[src/rtl/lcd_digit_scan.sv]
// Six-digit multiplexed 7-segment/LCD scanner: snapshots a frame of ASCII characters and
// drives each digit for TICKS_PER_DIGIT refresh ticks followed by one blank tick.
module lcd_digit_scan #(
    parameter int unsigned TICKS_PER_DIGIT = 4
) (
    input  logic       clock,
    input  logic       reset,
    input  logic       scan_tick,
    input  logic [7:0] upper10,
    input  logic [7:0] upper01,
    input  logic [7:0] lower1000,
    input  logic [7:0] lower0100,
    input  logic [7:0] lower0010,
    input  logic [7:0] lower0001,
    input  logic       point,
    input  logic       col,
    input  logic       AVS,
    input  logic       DAY,
    input  logic       MAX,
    input  logic       TIM,
    output logic [6:0] seg,
    output logic       dp,
    output logic [5:0] digit_en,
    output logic       col_out,
    output logic [3:0] ind,
    output logic       frame_done,
    output logic       bad_char
);

    typedef enum logic [1:0] {StIdle, StDrive, StBlank} state_e;

    localparam logic [3:0] LastTick = 4'(TICKS_PER_DIGIT - 1);

    state_e          state_q, state_d;
    logic [2:0]      idx_q, idx_d;
    logic [3:0]      cnt_q, cnt_d;
    logic [5:0][7:0] chars_in, chars_q, chars_d;
    logic            point_q, point_d;
    logic            col_q, col_d;
    logic [3:0]      ind_q, ind_d;
    logic [6:0]      seg_q, seg_d;
    logic            dp_q, dp_d;
    logic [5:0]      digit_en_q, digit_en_d;
    logic            frame_done_q, frame_done_d;
    logic            bad_char_q, bad_char_d;
    logic            snapshot;
    logic [7:0]      cur_char;
    logic [7:0]      cur_dec;

    // Returns {valid, g,f,e,d,c,b,a}.
    function automatic logic [7:0] decode_char(input logic [7:0] c);
        logic [7:0] r;
        case (c)
            8'h30:        r = {1'b1, 7'h3F};
            8'h31:        r = {1'b1, 7'h06};
            8'h32:        r = {1'b1, 7'h5B};
            8'h33:        r = {1'b1, 7'h4F};
            8'h34:        r = {1'b1, 7'h66};
            8'h35:        r = {1'b1, 7'h6D};
            8'h36:        r = {1'b1, 7'h7D};
            8'h37:        r = {1'b1, 7'h07};
            8'h38:        r = {1'b1, 7'h7F};
            8'h39:        r = {1'b1, 7'h6F};
            8'h2D:        r = {1'b1, 7'h40};
            8'h20, 8'h00: r = {1'b1, 7'h00};
            default:      r = {1'b0, 7'h00};
        endcase
        return r;
    endfunction

    assign chars_in = {lower0001, lower0010, lower0100, lower1000, upper01, upper10};

    always_comb begin
        state_d      = state_q;
        idx_d        = idx_q;
        cnt_d        = cnt_q;
        snapshot     = 1'b0;
        frame_done_d = 1'b0;
        unique case (state_q)
            StIdle: begin
                if (scan_tick) begin
                    snapshot = 1'b1;
                    idx_d    = 3'd0;
                    cnt_d    = 4'd0;
                    state_d  = StDrive;
                end
            end
            StDrive: begin
                if (scan_tick) begin
                    if (cnt_q >= LastTick) begin
                        cnt_d   = 4'd0;
                        state_d = StBlank;
                    end else begin
                        cnt_d = cnt_q + 4'd1;
                    end
                end
            end
            StBlank: begin
                if (scan_tick) begin
                    cnt_d   = 4'd0;
                    state_d = StDrive;
                    if (idx_q == 3'd5) begin
                        idx_d        = 3'd0;
                        snapshot     = 1'b1;
                        frame_done_d = 1'b1;
                    end else begin
                        idx_d = idx_q + 3'd1;
                    end
                end
            end
            default: state_d = StIdle;
        endcase
    end

    always_comb begin
        chars_d = snapshot ? chars_in : chars_q;
        point_d = snapshot ? point : point_q;
        col_d   = snapshot ? col : col_q;
        ind_d   = snapshot ? {AVS, DAY, MAX, TIM} : ind_q;
    end

    // Outputs are computed from next-state values so they register alongside the transition.
    always_comb begin
        cur_char   = chars_d[idx_d];
        cur_dec    = decode_char(cur_char);
        seg_d      = 7'h00;
        dp_d       = 1'b0;
        digit_en_d = 6'h00;
        bad_char_d = bad_char_q;
        if (state_d == StDrive) begin
            seg_d      = cur_dec[6:0];
            digit_en_d = 6'b000001 << idx_d;
            dp_d       = point_d && (idx_d == 3'd4);
            bad_char_d = bad_char_q | ~cur_dec[7];
        end
    end

    always_ff @(posedge clock) begin
        if (reset) begin
            state_q      <= StIdle;
            idx_q        <= 3'd0;
            cnt_q        <= 4'd0;
            chars_q      <= '0;
            point_q      <= 1'b0;
            col_q        <= 1'b0;
            ind_q        <= 4'h0;
            seg_q        <= 7'h00;
            dp_q         <= 1'b0;
            digit_en_q   <= 6'h00;
            frame_done_q <= 1'b0;
            bad_char_q   <= 1'b0;
        end else begin
            state_q      <= state_d;
            idx_q        <= idx_d;
            cnt_q        <= cnt_d;
            chars_q      <= chars_d;
            point_q      <= point_d;
            col_q        <= col_d;
            ind_q        <= ind_d;
            seg_q        <= seg_d;
            dp_q         <= dp_d;
            digit_en_q   <= digit_en_d;
            frame_done_q <= frame_done_d;
            bad_char_q   <= bad_char_d;
        end
    end

    assign seg        = seg_q;
    assign dp         = dp_q;
    assign digit_en   = digit_en_q;
    assign col_out    = col_q;
    assign ind        = ind_q;
    assign frame_done = frame_done_q;
    assign bad_char   = bad_char_q;

endmodule

[config.mk]
export PLATFORM = sky130hd
export DESIGN_NAME = lcd_digit_scan
export DESIGN_NICKNAME = d
export VERILOG_FILES = /design/src/rtl/lcd_digit_scan.sv
export SDC_FILE = /design/constraint.sdc
export NUM_CORES = 1
export LEC_CHECK = 0
export CAP_MARGIN = 20
export CELL_PAD_IN_SITES_DETAIL_PLACEMENT = 1
export CELL_PAD_IN_SITES_GLOBAL_PLACEMENT = 1
export CORE_UTILIZATION = 38
export DETAILED_ROUTE_END_ITERATION = 7
export PLACE_DENSITY = 0.91
export SYNTH_ARGS = -nofsm -noshare
export SYNTH_HDL_FRONTEND = slang
export SYNTH_SLANG_ARGS = --single-unit
[constraint.sdc]
create_clock -name clock -period 3.6 [get_ports clock]
set_input_delay 0.54 -clock clock [delete_from_list [all_inputs] [get_ports clock]]
set_output_delay 0.54 -clock clock [all_outputs]
set_load 0.01 [all_outputs]
Yosys cells after proc, flatten, opt, wreduce, memory -nomap -nowiden
Memories as Yosys holds them, arrays and structs flattened.
Cells that the tools add are included.
{ "op_classes": {"eq_ne": 7, "n_lt_le_gt_ge": 2, "bitwise": 5, "addsub": 2, "div": 0, "reduce_logical": 9, "mux": 21, "shift": 1, "multipliers": 0} }
{ "ops": {"columns": ["cell", "count"], "rows": [
  ["48-bit 2-to-1 mux", 1],
  ["8-bit binary-select mux with 3-bit select", 1],
  ["8-bit 2-to-1 mux", 2],
  ["4-bit 2-to-1 mux", 3],
  ["3-bit 2-to-1 mux", 3],
  ["4-bit case mux with 2 select lines", 1],
  ["3-bit equality test (second input constant)", 2],
  ["2-bit 2-to-1 mux", 3],
  ["3-bit case mux with 2 select lines", 1],
  ["2-bit OR reduction", 3],
  ["1-bit by 3-bit << shifter with 6-bit output (first input constant)", 1],
  ["4-bit by 1-bit adder with 4-bit output (second input constant)", 1],
  ["2-bit by 1-bit equality test with 1-bit output (second input constant)", 2],
  ["4-bit by 2-bit >= comparator with 1-bit output (second input constant)", 1],
  ["2-bit logical NOT", 2],
  ["3-bit by 4-bit less-than comparator with 1-bit output (second input constant)", 1],
  ["1-bit 2-to-1 mux", 4],
  ["1-bit NOT", 4],
  ["2-bit case mux with 2 select lines", 1],
  ["3-bit by 1-bit adder with 3-bit output (second input constant)", 1],
  ["3-bit AND reduction", 1],
  ["3-bit OR reduction", 1],
  ["2-bit equality test (second input constant)", 1],
  ["2-bit by 1-bit inequality test with 1-bit output (second input constant)", 1],
  ["5 further kinds", 5]
]} }
{ "totals": {"mem_bits_ro": 512, "in_bits": 57, "mem_count": 1, "latchBits": 0, "mem_bits_rw": 0, "out_inout_bits": 21, "ff_bits": 79, "word_cells": 65} }
{ "memory_table": {"columns": ["name", "depth", "width", "rd", "rd_clocked_by_memory_dff", "write_ports", "line_no", "source"], "rows": [
  ["(no name shown)", 64, 8, 1, 0, 0, "53", "case (c)"]
]} }

Logic depth before layout (Yosys ltp)
{ "logic_depth": {"word_depth": 11, "depth_mapped": 15} }

Worst setup path after synthesis
No wires, ideal clock.
{ "synth_timing": {"path_type": "input-to-reg", "start": "in scan_tick", "end": "reg seg_q[3], in the netlist seg[3]", "t_arrival_ns": 2.791, "stages": 13, "setup_ns": 0.115, "slack_ns": 0.695, "path_cell_list": "buf_6 nor2b_2 buf_6 o21a_4 buf_6 buf_6 mux4_2 o211ai_1 o221a_2 inv_1 ha_1 mux2i_1 o21a_1"} }
{ "synth_between": {"elab_chain_len": 8, "word_cells_on_any_way": 18, "classes_between": "eq/ne: 1; mux: 12; bitwise: 2; reduce/logical: 2; memory: 1"} }
{ "synth_rtl": {"columns": ["item", "line_no", "source"], "rows": [
  ["start, declared", "8", "input logic scan_tick,"],
  ["parallel branches: the longest is 8 deep, another holds memory 64 x 8 bit", null, null],
  ["end signal, assigned", "160", "seg_q <= seg_d;"],
  ["end, declared", "41", "logic [6:0] seg_q, seg_d;"]
]} }
Parallel ways; which one is timed is not known. The select of a mux whose other input is x is not followed.
A chain may end at the register's enable or synchronous reset.

Final worst setup path
{ "layout_timing": {"start": "in scan_tick", "end": "reg bad_char_q, in the netlist bad_char"} }
{ "layout_between": {"elab_chain_len": 9, "word_cells_on_any_way": 18, "classes_between": "eq/ne: 1; mux: 13; bitwise: 2; reduce/logical: 1; memory: 1"} }
{ "layout_rtl": {"columns": ["item", "line_no", "source"], "rows": [
  ["1-bit 2-to-1 mux (on tied branches)", "99, 81", null],
  ["1-bit case mux with 2 select lines", "79", "unique case (state_q)"],
  ["48-bit 2-to-1 mux", "116", "chars_d = snapshot ? chars_in : chars_q;"],
  ["8-bit binary-select mux with 3-bit select", "124", "cur_char = chars_d[idx_d];"],
  ["8-bit 2-to-1 mux (implied by the code)", "124", null],
  ["memory 64 x 8 bit / 2-bit logical NOT (equally long branches)", null, null],
  ["8-bit 2-to-1 mux", "53", null],
  ["1-bit NOT", "134", "bad_char_d = bad_char_q | ~cur_dec[7];"],
  ["1-bit bitwise OR", "134", null],
  ["end signal, assigned", "164", "bad_char_q <= bad_char_d;"],
  ["end, declared", "45", "logic bad_char_q, bad_char_d;"]
]} }
Parallel ways exist; a longest one is shown, timed or not. The select of a mux whose other input is x is not followed.

==> summary.md <==
| Metric | Value |
|---|---|
| Status | `completed` |
| Clk root buf | `clkbuf_8` |
| DRC Markers | `0` |
| Post-DRT Antenna Nets | `0` |
| Vias per cell | `5.55` |
| Combinational Power Share | `0.175` |
| Power Density | `403 nW/um^2` |
| Layout cell share with drive strength beyond 1 | `0.102` |
| Tot Pwr | `0.00192 W` |
| Pre-antenna DRT Iters | `4` |
| Post-synthesis register bit count | `79` |
| Final Max Slew Viols | `0` |
| Crit path DAT | `3.62 ns` |
| Worst r2r path cells | `10` |
| Port Buffer Count | `77` |
| Net Sw Frac | `0.268` |
| Largest net degree at the start of global routing | `37` |
| Final setup skew | `0.0110 ns` |
| Clk network pwr share | `0.336` |
| R2R Setup Slk | `0.48 ns` |
| GPL Wtd Cong | `0.920` |
| Clock-pin slew on the worst setup and hold paths | `0.07 ns` |
| WL per Instance | `18.1 microns` |
| Leakage power | `1.84 nW` |
| Worst setup path start | `scan_tick` |
| Worst Hold Class | `reg -> reg` |
| Final setup viols | `0` |
| Die X | `100 microns` |
| Initial Utilization | `0.395` |
| Net count after synthesis | `497` |
| CTS Buffer Depth | `2` |
| Final instance area | `4770 sq um` |
| GRT Total Usage | `0.239` |
| Final Hold Vio Count | `0` |
| Cell-internal power | `0.00141 W` |
| Synthesized instance count | `433` |
| Synthesized area per cell | `8.48 sq um` |
| Tmin final | `3.40 ns` |
| Placed cell area | `4590 sq um` |
| VDD IR max | `0.241 mV` |
| CTS Sinks | `79` |
| Vias in the first global route | `3692` |
| Post-CTS Setup Repair Bufs | `0` |
| CP Capture Type | `flip-flop` |
| Layout fillers | `1152` |
| Placed wire-length estimate | `8.29 mm` |
| RR Endpoint | `seg[4]` |
| Final nets | `572` |
| Grt ovf | `0` |
| Netlist cell types | `58` |
| Worst skew pair latency | `0.35 ns` |
| CP required | `3.81 ns` |
| Cell accounting for the most synthesized area | `dfxtp_1` |
| Fmax | `294 MHz` |
| Sequential fraction of the synthesis area | `0.431` |
| Setup_tns | `0 ns` |
| Most frequent cells after synthesis | `dfxtp_1, nand2_1, nor2_1` |
| Worst Path Max Fanout | `10` |
| H-tree depth | `3` |
| Share of the synthesized area in the top cell type | `0.431` |
| Row Count | `35` |
| CTS tree | `yes` |
| Number of DRC markers in iteration 0 | `228` |
| Global-route wire length before repair | `18.4 mm` |
| I/O pin count | `78` |
| Rel. slew slack | `0.581` |
| Die ar. | `10100 sq um` |
| Tcrit/Tclk final | `0.945` |
| Routed wire length | `11.6 mm` |
| TritonCTS Buffers | `9` |
| Number of enable flip-flop cells after synthesis | `0` |
| Syn. warnings | `0` |
| RSZ-0062 raised after global routing | `no` |
| Area contributors post-synth | `dfxtp_1, nand2_1, mux2i_1, a21oi_1, nor2_1` |
| Ys flop type | `dfxtp_1` |
| Via count | `3552` |
| Antenna fix cells | `0` |
| Max-cap violations | `0` |
| Placeable core area | `9280 sq um` |
| Flop pwr share | `0.489` |
| FF-to-FF Start | `idx_q[0]` |
| Height of the die | `100 microns` |
| Share of flip-flops with an asynchronous set or reset | `0` |
| Critical path class | `in -> reg` |
| Initial antenna violation count | `0` |
| Mapped cell area | `3670 sq um` |
| Crit path capture | `bad_char` |
| CP Launch Type | `input pin` |
| Switch Pwr | `0.000516 W` |
| Worst Tran Pin Value | `0.628 ns` |
| Area Overhead vs Synth | `30.1%` |
per-stage QoR:
stage	instances	setup slack, ns	utilization	hold slack, ns
finish	640	0.197	0.514	0.456
global route	640	0.0473	0.514	0.481
CTS	640	0.226	0.514	0.459
detailed placement	626	-0.0928	0.494	0.447
global placement	626	0.0575	0.494	0.436
floorplan	433	0.695	-	0.423
state kept, by name, summed over array words and instances (netlist names):
signal	count
chars_q	48
frame_done	1
ind	4
col_out	1
bad_char	1
idx_q	3
state_q	2
point_q	1
cnt_q	4
digit_en	6
dp	1
seg	7
cells in the final DEF, fill, tap and decap left out, types with 6 or more instances in the layout:
| cell | n |
|---|---|
| nand2_1 | 79 |
| dfxtp_1 | 79 |
| clkdlybuf4s50_1 | 76 |
| nor2_1 | 44 |
| a21oi_1 | 41 |
| mux2i_1 | 22 |
| buf_4 | 15 |
| o21ai_0 | 13 |
| nand3_1 | 10 |
| clkbuf_8 | 10 |
| a211oi_1 | 9 |
| nor2b_1 | 7 |
| nor3_1 | 7 |
| ha_1 | 7 |
| and2_1 | 6 |
| o21a_1 | 6 |
| inv_1 | 6 |
timing repair:
action / in CTS / in global routing
endpoints found under the setup margin: 0 / 2
gates resized for setup: 0 / 1
hold buffers: 0 / 0
hold endpoints to repair: 0 / 0
kinds of logic (layout without fill, tap and decap cells):
logic type,after synthesis,in the layout,share of synthesized area
buf+inv,36,114,0.0484
compound gates,110,110,0.198
simple gates,176,176,0.226
flops,79,79,0.431
mux,25,25,0.0733
fa+ha+maj,7,7,0.0239
power by group through the flow:
| stage | Sequential (W) | Clock [W] | Combinational [W] |
|---|---|---|---|
| 2_1_floorplan | 0.000955 | 0 | 0.000186 |
| 3_3_place_gp | 0.000956 | 0 | 0.000314 |
| 3_5_place_dp | 0.000960 | 0 | 0.000328 |
| 4_1_cts | 0.000940 | 0.000659 | 0.000335 |
| 5_1_grt | 0.000944 | 0.000690 | 0.000365 |
| 6_report | 0.000940 | 0.000647 | 0.000336 |
per-layer routing:
layer	up-vias	GRT usage	wire length, microns
met2	108	0.429	5850
met4	0	0.0992	354
li1	1668	-	-
met3	32	0.0474	545
met5	-	0	0
met1	1744	0.276	4800
worst max-delay path, cell delays in order:
cell	delay, ns
clkdlybuf4s50_1	0.71
nor2b_2	0.35
buf_4	0.20
and4_1	0.29
a31oi_2	0.12
buf_4	0.23
o221a_2	0.35
inv_1	0.11
ha_1	0.20
nand4bb_1	0.14
o21ai_0	0.26
o21ai_1	0.12
layout make-up:
cell class / count / area (sq um) / share of cell area
clock inverter: 4 / 47.5 / 0.00996
inverter: 7 / 26.3 / 0.00550
clock buffer: 10 / 138 / 0.0288
tap: 129 / 161 / 0.0338
multi-input combinational: 318 / 1920 / 0.403
sequential: 79 / 1580 / 0.331
timing repair buffer: 93 / 898 / 0.188
worst min path at each step:
stage                           start           to  slack (ns)  cells after the start
after floorplan              cnt_q[2]     cnt_q[2]        0.42                      1
after global placement       cnt_q[2]     cnt_q[2]        0.44                      1
after detailed placement     cnt_q[2]     cnt_q[2]        0.45                      1
after CTS                 chars_q[14]  chars_q[14]        0.46                      2
after global routing       chars_q[6]   chars_q[6]        0.48                      2
final                     chars_q[14]  chars_q[14]        0.46                      2
Note: power is estimated with default switching activity, not from simulation.
